===== config.mk =====
export PLATFORM = sky130hd
export DESIGN_NAME = seq_ctr_ctrl_flat
export DESIGN_NICKNAME = d
export VERILOG_FILES = /design/src/rtl/seq_ctr_ctrl_if.sv /design/src/rtl/seq_ctr_ctrl.sv /design/src/flat_wrapper.sv
export SDC_FILE = /design/constraint.sdc
export NUM_CORES = 1
export LEC_CHECK = 0
export BUFFER_PORTS_ARGS = -buffer_cell sky130_fd_sc_hd__buf_2
export CORE_UTILIZATION = 48
export CTS_CLUSTER_DIAMETER = 50
export DETAILED_ROUTE_END_ITERATION = 10
export PLACE_DENSITY_LB_ADDON = 0.05
export RECOVER_POWER = 100
export SLEW_MARGIN = 30
export SYNTH_ARGS = -nofsm -noshare
export SYNTH_HDL_FRONTEND = slang
export SYNTH_SLANG_ARGS = --single-unit
export TNS_END_PERCENT = 50

===== constraint.sdc =====
create_clock -name clk -period 2 [get_ports clk]
set_clock_uncertainty 0.15 [all_clocks]
set_input_delay 0.2 -clock clk [delete_from_list [all_inputs] [get_ports clk]]
set_output_delay 0.2 -clock clk [all_outputs]
set_load 0.01 [all_outputs]

===== src/rtl/seq_ctr_ctrl_if.sv =====
// rtl/seq_ctr_ctrl_if.sv - control/status bundle for the counter/sequencer controller
interface seq_ctr_ctrl_if #(
  parameter int PRE_W = 6,
  parameter int CNT_W = 4,
  parameter int NCH   = 2
);
  logic             clr;
  logic [NCH-1:0]   tgl;
  logic [NCH-1:0]   tq;
  logic [PRE_W-1:0] pre;
  logic [CNT_W-1:0] cnt;
  logic [1:0]       state;
  logic             pre_tc;
  logic             done_p;

  modport master (
    output clr, tgl,
    input  tq, pre, cnt, state, pre_tc, done_p
  );

  modport slave (
    input  clr, tgl,
    output tq, pre, cnt, state, pre_tc, done_p
  );
endinterface


===== src/rtl/seq_ctr_ctrl.sv =====
// rtl/seq_ctr_ctrl.sv - toggle channels, prescaler and cascaded event counter under a 4-state FSM
module seq_ctr_ctrl #(
  parameter int PRE_W = 6,
  parameter int CNT_W = 4,
  parameter int LIMIT = 10,
  parameter int NCH   = 2
) (
  input  logic          clk,
  input  logic          rst,
  seq_ctr_ctrl_if.slave bus
);

  typedef enum logic [1:0] {
    ST_IDLE = 2'd0,
    ST_RUN  = 2'd1,
    ST_HOLD = 2'd2,
    ST_DONE = 2'd3
  } state_t;

  // Last legal count value; reaching it on a terminal count ends the run.
  localparam logic [CNT_W-1:0] CNT_LAST = CNT_W'(LIMIT - 1);

  state_t           state_q, state_d;
  logic [NCH-1:0]   tq_q, tq_d;
  logic [PRE_W-1:0] pre_q, pre_d;
  logic [CNT_W-1:0] cnt_q, cnt_d;

  logic pause;
  logic tc_raw;
  logic pre_tc;

  // The highest channel acts as pause; FSM only looks at registered toggle state.
  assign pause  = tq_q[NCH-1];
  assign tc_raw = &pre_q;
  assign pre_tc = (state_q == ST_RUN) & ~pause & tc_raw;

  // Next-state: toggles, FSM transitions and counter updates; clear overrides all.
  always_comb begin
    state_d = state_q;
    tq_d    = tq_q ^ bus.tgl;
    pre_d   = pre_q;
    cnt_d   = cnt_q;

    case (state_q)
      ST_IDLE: begin
        if (tq_q[0]) state_d = ST_RUN;
      end
      ST_RUN: begin
        if (pause) begin
          state_d = ST_HOLD;
        end else begin
          // Prescaler wraps to 0 on its own at terminal count.
          pre_d = pre_q + PRE_W'(1);
          if (tc_raw) begin
            if (cnt_q == CNT_LAST) begin
              cnt_d   = '0;
              state_d = ST_DONE;
            end else begin
              cnt_d = cnt_q + CNT_W'(1);
            end
          end
        end
      end
      ST_HOLD: begin
        if (!pause) state_d = ST_RUN;
      end
      ST_DONE: begin
        state_d = ST_IDLE;
      end
      default: begin
        state_d = ST_IDLE;
      end
    endcase

    if (bus.clr) begin
      state_d = ST_IDLE;
      tq_d    = '0;
      pre_d   = '0;
      cnt_d   = '0;
    end
  end

  // State and counter registers with asynchronous reset.
  always_ff @(posedge clk or posedge rst) begin
    if (rst) begin
      state_q <= ST_IDLE;
      tq_q    <= '0;
      pre_q   <= '0;
      cnt_q   <= '0;
    end else begin
      state_q <= state_d;
      tq_q    <= tq_d;
      pre_q   <= pre_d;
      cnt_q   <= cnt_d;
    end
  end

  assign bus.tq     = tq_q;
  assign bus.pre    = pre_q;
  assign bus.cnt    = cnt_q;
  assign bus.state  = state_q;
  assign bus.pre_tc = pre_tc;
  assign bus.done_p = (state_q == ST_DONE);

endmodule

===== src/flat_wrapper.sv =====
// flat-port wrapper written by rule: the top's interface ports become plain ports
module seq_ctr_ctrl_flat 
#(
  parameter int PRE_W = 6,
  parameter int CNT_W = 4,
  parameter int LIMIT = 10,
  parameter int NCH   = 2
)
  (clk, rst, bus_clr, bus_tgl, bus_tq, bus_pre, bus_cnt, bus_state, bus_pre_tc, bus_done_p);
  seq_ctr_ctrl_if #(.PRE_W(PRE_W), .CNT_W(CNT_W), .NCH(NCH)) bus_i ();
  input  logic clk;
  input  logic rst;
  input wire logic [$bits(bus_i.clr)-1:0] bus_clr;
  input wire logic [$bits(bus_i.tgl)-1:0] bus_tgl;
  output wire logic [$bits(bus_i.tq)-1:0] bus_tq;
  output wire logic [$bits(bus_i.pre)-1:0] bus_pre;
  output wire logic [$bits(bus_i.cnt)-1:0] bus_cnt;
  output wire logic [$bits(bus_i.state)-1:0] bus_state;
  output wire logic [$bits(bus_i.pre_tc)-1:0] bus_pre_tc;
  output wire logic [$bits(bus_i.done_p)-1:0] bus_done_p;
  assign bus_i.clr = bus_clr;
  assign bus_i.tgl = bus_tgl;
  assign bus_tq = bus_i.tq;
  assign bus_pre = bus_i.pre;
  assign bus_cnt = bus_i.cnt;
  assign bus_state = bus_i.state;
  assign bus_pre_tc = bus_i.pre_tc;
  assign bus_done_p = bus_i.done_p;
  seq_ctr_ctrl #(.PRE_W(PRE_W), .CNT_W(CNT_W), .LIMIT(LIMIT), .NCH(NCH)) u_core (.clk(clk), .rst(rst), .bus(bus_i));
endmodule

# [After elaboration in Yosys (flattened, before gate mapping)]
# Index checks and enable logic that the tools add are counted.
# Widths: inputs -> output; s select.
[op_classes] muxes=16 bitwise=4 add_sub_neg=2 eq_ne=9 n_reduce_logical=7
[ops] operator="$mux 4" n=5
[ops] operator="$mux 6" n=3
[ops] operator="$mux 2" n=7
[ops] operator="$pmux 2 s4" n=1
[ops] operator="$add 6x1->6 const B" n=1
[ops] operator="$reduce_and 6->1" n=1
[ops] operator="$add 4x1->4 const B" n=1
[ops] operator="$eq 2x2->1 const B" n=2
[ops] operator="$eq 4x4->1 const B" n=1
[ops] operator="$ne 4x2->1 const B" n=1
[ops] operator="$ne 4x3->1 const B" n=1
[ops] operator="$reduce_and 4->1" n=1
[ops] operator="$reduce_bool 2->1" n=2
[ops] operator="$ne 3x2->1 const B" n=1
[ops] operator="$ne 3x3->1 const B" n=1
[ops] operator="$reduce_and 3->1" n=1
[ops] operator="$and 1x1->1" n=2
[ops] operator="$eq 2x1->1 const B" n=1
[ops] operator="$logic_not 2->1" n=1
[ops] operator="$ne 2x2->1 const B" n=1
[ops] operator="$reduce_and 2->1" n=1
[ops] operator="$xor 2x2->2" n=1
[ops] operator="$not 1->1" n=1
[word_totals] out_inout_bits=16 reg_bits=14

# [Depth between registers and ports, before layout]
# Gate-level depths: netlist (run 1).
[logic_depth] ltp_word=6 ltp_mapped=5 depth_no_buf=5

# [Worst setup path after synthesis (run 1)]
# Ideal clock, no wire load.
[synth_path] path_kind="reg2reg" from="reg u_core.tq_q[1], in the netlist u_core.bus.tq[1]" to="reg u_core.cnt_q[3], in the netlist u_core.bus.cnt[3]" required_ns=1.728 setup_time_ns=0.122 path_slack_ns=0.393 arrival_time_ns=1.335 stages_incl_launch_ff=5 path_cell_list="dfrtp_1 -> nand4bb_1 -> buf_2 -> a211o_1 -> a32o_1"
[synth_via] elab_chain_cells=2
[synth_rtl] item="from (decl)" line="seq_ctr_ctrl.sv:24" rtl="logic [NCH-1:0] tq_q, tq_d;"
[synth_rtl] item="from (signal assigned)" line="seq_ctr_ctrl.sv:92" rtl="tq_q <= tq_d;"
[synth_rtl] item="$ne 2x2->1 (no source line)"
[synth_rtl] item="$reduce_and 3->1 (no source line)"
[synth_rtl] item="to (signal assigned)" line="seq_ctr_ctrl.sv:94" rtl="cnt_q <= cnt_d;"
[synth_rtl] item="to (decl)" line="seq_ctr_ctrl.sv:26" rtl="logic [CNT_W-1:0] cnt_q, cnt_d;"
# Every way passes these cells.
# A chain may end at the register's enable or synchronous reset.

# [Worst setup path after layout (run 1)]
[layout_path] from="reg u_core.pre_q[0], in the netlist u_core.bus.pre[0]" to="out bus_pre_tc"
[layout_via] elab_chain_cells=2
[layout_rtl] item="from (decl)" line="seq_ctr_ctrl.sv:25" rtl="logic [PRE_W-1:0] pre_q, pre_d;"
[layout_rtl] item="from (signal assigned)" line="seq_ctr_ctrl.sv:93" rtl="pre_q <= pre_d;"
[layout_rtl] item="$reduce_and 6->1" line="seq_ctr_ctrl.sv:34" rtl="assign tc_raw = &pre_q;"
[layout_rtl] item="$and 1x1->1" line="seq_ctr_ctrl.sv:35" rtl="assign pre_tc = (state_q == ST_RUN) & ~pause & tc_raw;"
[layout_rtl] item="to (decl)" line="flat_wrapper.sv:19" rtl="output wire logic [$bits(bus_i.pre_tc)-1:0] bus_pre_tc;"
# Every way passes these cells.

==> run_results.csv, run 1 <==
group,metric,value,unit
drt,num_vias,667,
drt,drt_wl_total,1.565,mm
logic_synthesis,netlist_instances,76,
logic_synthesis,synth_fp_nets,84,
worst_setup_path,critPathKind,"register to output pin",
logic_synthesis,avgSynthCellArea,9.911,um^2
outcome,outcome,"finished, final reports clean",
power,peakVddDrop,0.5604,mV
clocking,clk_pin_slew,0.08,ns
drt,wl_met1,681,um
worst_setup_path,cp_slowest_stage_delay,0.40,ns
place,place_hpwl,1.171,mm
logic_synthesis,synth_mux_area_share,1.329,%
min_path,hold_path_class,"input pin to register",
sta,drv_slew,0,
clocking,cts_num_sinks,14,
sta,setup_viol,0,
die,chipWidth,41.62,um
drt,dr_wl_met3,86,um
power,switchingPower,0.0001345,W
sta,period_minus_slack,1.840,ns
grt,grt_pass1_vias,598,
drt,route.met2.wl,787,um
die,dieArea,1732,um^2
place,port_buffers,20,
sta,finalHoldViolations,0,
final_layout,n_antenna_cell,0,
drt,dr.pass1.iters,4,
logic_synthesis,synth-adder-area-share,4.983,%
sta,post-route-period-util,92.02,%
logic_synthesis,synth_area_leaders,"dfrtp_1 (47%), xnor2_1 (5.8%), ha_1 (5.0%)",
logic_synthesis,synth_top_area_cell,"dfrtp_1",
run,max-cap-violations,0,
power,p_int,0.0004331,W
power,total_power,0.0005676,W
power,p_clk_share,34.7,%
drt,drc,0,
drt,wl_per_cell,13.61,um
grt,grt_max_degree,16,
logic_synthesis,ys_seq_elements,14,
grt,grt_remaining_overflow,0,
clocking,cts_root_buf,"clkbuf_4",
drt,avgViaCountPerCell,5.800,
sta,rsz0062_at_grt,"false",
power,p_per_area,630.9,nW/um^2
logic_synthesis,synth_compound_area_share,14.29,%
logic_synthesis,synth_top_family_by_area,"simple AND/OR/NAND/NOR gates",
drt,final_antenna_net_count,0,
worst_setup_path,critical_path_arrival,1.49,ns
final_layout,fin_nets,109,
clocking,clk_latency,0.28,ns
power,switching_share,23.70,%
sta,worst_pin_slew,0.5099,ns
clocking,cts_tree,"built",
final_layout,drive_gt1_share,12.00,%
clocking,clock_path_buffers,2,
worst_setup_path,cp_max_fo,6,
logic_synthesis,yosys.area_share.simple,23.42,%
final_layout,fillers,124,
grt,grt_antenna_before_repair,0,
worst_setup_path,critical-path-top-delay-family,"simple AND/OR/NAND/NOR gates",
place,gp_congestion,0.7189,
worst_setup_path,path_cells,"ha_1, nand4_1, nor2_1, clkbuf_2",
logic_synthesis,yosys.area_share.xor_xnor,5.814,%
worst_setup_path,start_kind,"register",
logic_synthesis,seq_area_frac_synth,46.51,%
clocking,h-tree-depth,1,
logic_synthesis,synth_cell_types,29,
logic_synthesis,synth_top_area_share,46.51,%
die,ios,21,
final_layout,synthToLayoutAreaGrowth,19.44,%
clocking,cts_buffers,3,
logic_synthesis,synth_area,753.2,um^2
die,num_rows,13,
grt,grt_pass1_wl,2.573,mm
power,cellLeakagePower,0.3680,nW
worst_setup_path,cp_num_buf_inv,1,
die,start_util,54.48,%
logic_synthesis,synth_warnings,0,
drt,drt_iter0_markers,18,
grt,grt.total_usage,19.58,%
sta,maxSlewHeadroom,65.97,%
worst_setup_path,critPathRequiredTime,1.65,ns
die,core,1383,um^2
power,comb_power_share,10.8,%
final_layout,layout_common_cells,"clkbuf_1 (14), dfrtp_1 (14), nor2_1 (9)",
sta,fin_setup_tns,0,ns
drt,top_layer_used,"met4",
worst_setup_path,critPathSlowestCell,"dfrtp_1",
clocking,post-cts-setup-buffer-count,0,
sta,timing.fmax,0.5433,GHz
die,die_h,41.62,um
power,p_seq_share,54.5,%
worst_setup_path,crit_path_end_kind,"output pin",
-- worst paths after layout --
path | endpoint | cells after the start | slack [ns] | from
max | bus_pre_tc | 4 | 0.16 | u_core.bus.pre[0]
min | u_core.bus.tq[1] | 3 | 0.02 | bus_tgl[1]
max reg2reg | u_core.bus.pre[5] | 4 | 0.30 | u_core.bus.tq[1]
min reg2reg | u_core.bus.tq[0] | 2 | 0.43 | u_core.bus.tq[0]
max in group asynchronous | u_core.bus.cnt[1] | 3 | 1.03 | rst
min in group asynchronous | u_core.bus.pre[3] | 3 | 0.33 | rst
-- repair_timing --
item / in CTS / in global routing
hold buffers: 1 / 0
endpoints found under the hold margin: 14 / 0
gates resized for setup: 0 / 0
-- power groups by stage --
| stage | Combinational (W) | Sequential [W] | Clock, W |
|---|---|---|---|
| finish | 0.0000613 | 0.000309 | 0.000197 |
| global route | 0.0000679 | 0.000311 | 0.000221 |
| CTS | 0.0000647 | 0.000309 | 0.000205 |
| detailed placement | 0.0000631 | 0.000315 | 0 |
| global placement | 0.0000628 | 0.000314 | 0 |
| floorplan | 0.0000372 | 0.000317 | 0 |
-- registers in the layout, summed over array words and instances, names as in the netlist --
name and flops:
u_core.bus.state 2, u_core.bus.tq 2, u_core.bus.pre 6, u_core.bus.cnt 4
-- worst min-delay path: stages --
cell and delay, ns:
buf_2 0.08, xnor2_1 0.05, nor2_1 0.07
-- synth_stat cells, drive strengths merged --
cell type,count
a211o,1
nand3b,2
buf,1
clkbuf,1
o21ai,4
o31ai,2
o32a,1
dfrtp,14
nor4bb,1
and2,1
xnor2,5
nand4b,2
nand4bb,1
and4bb,1
or3,2
inv,5
a21oi,7
mux2i,1
a32o,1
ha,3
and4,1
nand4,2
nor3b,1
nand3,1
or4,1
nor2,9
nand2,3
a2bb2oi,1
nor3,1
-- per-stage QoR --
stage	utilization, %	cell area [um^2]	instances	setup WS (ns)	hold WS [ns]
final	65.07	899.6	115	0.1595	0.02418
after global routing	65.07	899.6	115	0.01221	0.02553
after CTS	66.33	917.1	115	0.1518	0.02195
after detailed placement	62.99	870.8	110	0.3106	0.1078
after global placement	62.99	870.8	110	0.3497	0.1062
after floorplan	-	753.2	76	0.3931	-0.06078
-- logic make-up after synthesis --
family          count (synthesis)
buf+inv                         7
fa+ha+maj                       3
xor+xnor                        5
simple gates                   29
compound gates                 17
flops                          14
mux                             1
-- metal layers --
metal	global-route usage, %	vias to the layer above
li1	-	325
met1	22.63	314
met2	34.06	26
met3	7.826	2
met4	3.871	0
met5	0	-
-- area by class of cell --
cell class | count | area, um^2 | share of cell area [%]
well taps | 15 | 18.77 | 2.086
multi-input cells | 55 | 375.4 | 41.72
flip-flops and latches | 14 | 350.3 | 38.94
inverters | 5 | 18.77 | 2.086
repair buffers | 22 | 100.1 | 11.13
clock buffers | 4 | 36.28 | 4.033
(Power assumes the default switching activity.)
==> run 2, diff against run 1 <==
CORE_UTILIZATION = 30   (was 48)
==> run_results.csv, run 2 (same netlist as run 1, synthesis figures left out) <==
group,metric,value,unit
worst_setup_path,reg2reg_slack,0.27,ns
final_layout,largest_register_ffs,6,
sta,drv_slew,0,
sta,period_minus_slack,1.844,ns
sta,maxSlewHeadroom,62.34,%
worst_setup_path,cp_slowest_stage_delay,0.41,ns
sta,fin_setup_tns,0,ns
worst_setup_path,critPathRequiredTime,1.65,ns
final_layout,layout_common_cells,"clkbuf_1 (15), dfrtp_1 (14), nor2_1 (9)",
die,core,2297,um^2
final_layout,drive_gt1_share,11.88,%
power,peakVddDrop,0.2246,mV
sta,post-route-period-util,92.20,%
sta,timing.fmax,0.5423,GHz
grt,grt.total_usage,14.33,%
worst_setup_path,cp_max_fo,6,
drt,drt_wl_total,1.694,mm
die,start_util,32.79,%
grt,grt_pass1_wl,2.808,mm
power,cellLeakagePower,0.3695,nW
clocking,clk_latency,0.28,ns
clocking,cts_tree,"built",
worst_setup_path,start_kind,"register",
sta,worst_pin_slew,0.5643,ns
die,dieArea,2715,um^2
drt,dr.pass1.iters,3,
drt,drt_iter0_markers,5,
min_path,hold_path_class,"input pin to register",
worst_setup_path,critPathKind,"register to output pin",
final_layout,fin_nets,111,
outcome,outcome,"finished, final reports clean",
place,gp_congestion,0.7550,
grt,grt_pass1_vias,622,
worst_setup_path,crit_path_end_kind,"output pin",
power,p_per_area,595.2,nW/um^2
final_layout,layout_commonest_cell,"clkbuf_1",
worst_setup_path,critical-path-top-delay-family,"simple AND/OR/NAND/NOR gates",
die,ios,21,
place,place_hpwl,1.224,mm
drt,final_antenna_net_count,0,
clocking,cts_num_sinks,14,
place,port_buffers,20,
drt,num_vias,656,
final_layout,synthToLayoutAreaGrowth,20.60,%
grt,grt_max_degree,16,
grt,grt_remaining_overflow,0,
grt,grt_antenna_before_repair,0,
drt,avgViaCountPerCell,5.085,
drt,wl_per_cell,13.13,um
worst_setup_path,cp_num_buf_inv,1,
final_layout,fin_util,39.54,%
clocking,cts_resized,0,
sta,whs,0.02583,ns
worst_setup_path,critical_path_arrival,1.49,ns
run,max-cap-violations,0,
die,die_h,52.11,um
sta,setup_viol,0,
final_layout,n_antenna_cell,0,
clocking,cts_root_buf,"clkbuf_4",
sta,finalHoldViolations,0,
drt,drc,0,
worst_setup_path,critPathSlowestCell,"dfrtp_1",
clocking,clock_path_buffers,2,
die,chipWidth,52.11,um
worst_setup_path,path_cells,"ha_1, nand4_1, nor2_1, buf_2",
sta,rsz0062_at_grt,"false",
clocking,clk_pin_slew,0.09,ns
die,num_rows,17,
clocking,cts_buffers,3,
clocking,h-tree-depth,1,
run 2: changes by cell type in the layout (fill, tap and decap cells not counted):
cell,delta
buf_2,+3
clkbuf_8,-1
clkbuf_1,+1
buf_4,-1
clkbuf_2,-1
run 2: path summary, 6_finish.rpt:
path	cells after the start	to	startpoint
max	4	bus_pre_tc	u_core.bus.pre[0]
min	3	u_core.bus.tq[1]	bus_tgl[1]
max reg2reg	3	u_core.bus.pre[5]	u_core.bus.pre[2]
min reg2reg	2	u_core.bus.tq[0]	u_core.bus.tq[0]
max in group asynchronous	3	u_core.bus.state[1]	rst
min in group asynchronous	3	u_core.bus.pre[3]	rst
run 2: routing by layer:
metal  GRT usage [%]  routed length [um]  vias to the layer above
met5               0                   0                        -
met4           5.405                   0                        0
met3           2.632                  47                        0
met2           22.01                 785                       10
met1           19.68                 862                      321
li1                -                   -                      325
run 2: power breakdown:
part	internal (W)	switching, W
Sequential	0.000293	0.00000787
Combinational	0.0000324	0.0000419
Clock	0.0000697	0.0000960
Total	0.000395	0.000146
run 2: repair_timing:
item | 4_1_cts | 5_1_grt
endpoints found under the hold margin | 14 | 0
hold buffers | 1 | 0
buffers inserted | 0 | 0
run 2: worst min-delay path: cells and delay by family:
kind	cells	cell delay [ns]
buffers and inverters	1	0.08
AND/OR/NAND/NOR	1	0.07
XOR/XNOR	1	0.05
run 2: cell type report:
type	count	area (um^2)
multi-input combinational	55	375.4
tap	28	35.03
sequential	14	350.3
clock buffer	3	22.52
fill	257	1389
timing repair buffer	24	106.4
inverter	5	18.77
run 2: stage by stage:
stage,power (W),worst slack [ns],instances,instance area (um^2)
2_1_floorplan,0.0003538,0.3931,76,753.2
3_3_place_gp,0.0003868,0.2959,125,902.1
3_5_place_dp,0.0003869,0.2690,125,902.1
4_1_cts,0.0005592,0.1199,129,934.6
5_1_grt,0.0005738,0.0007161,129,908.4
6_report,0.0005407,0.1560,129,908.4
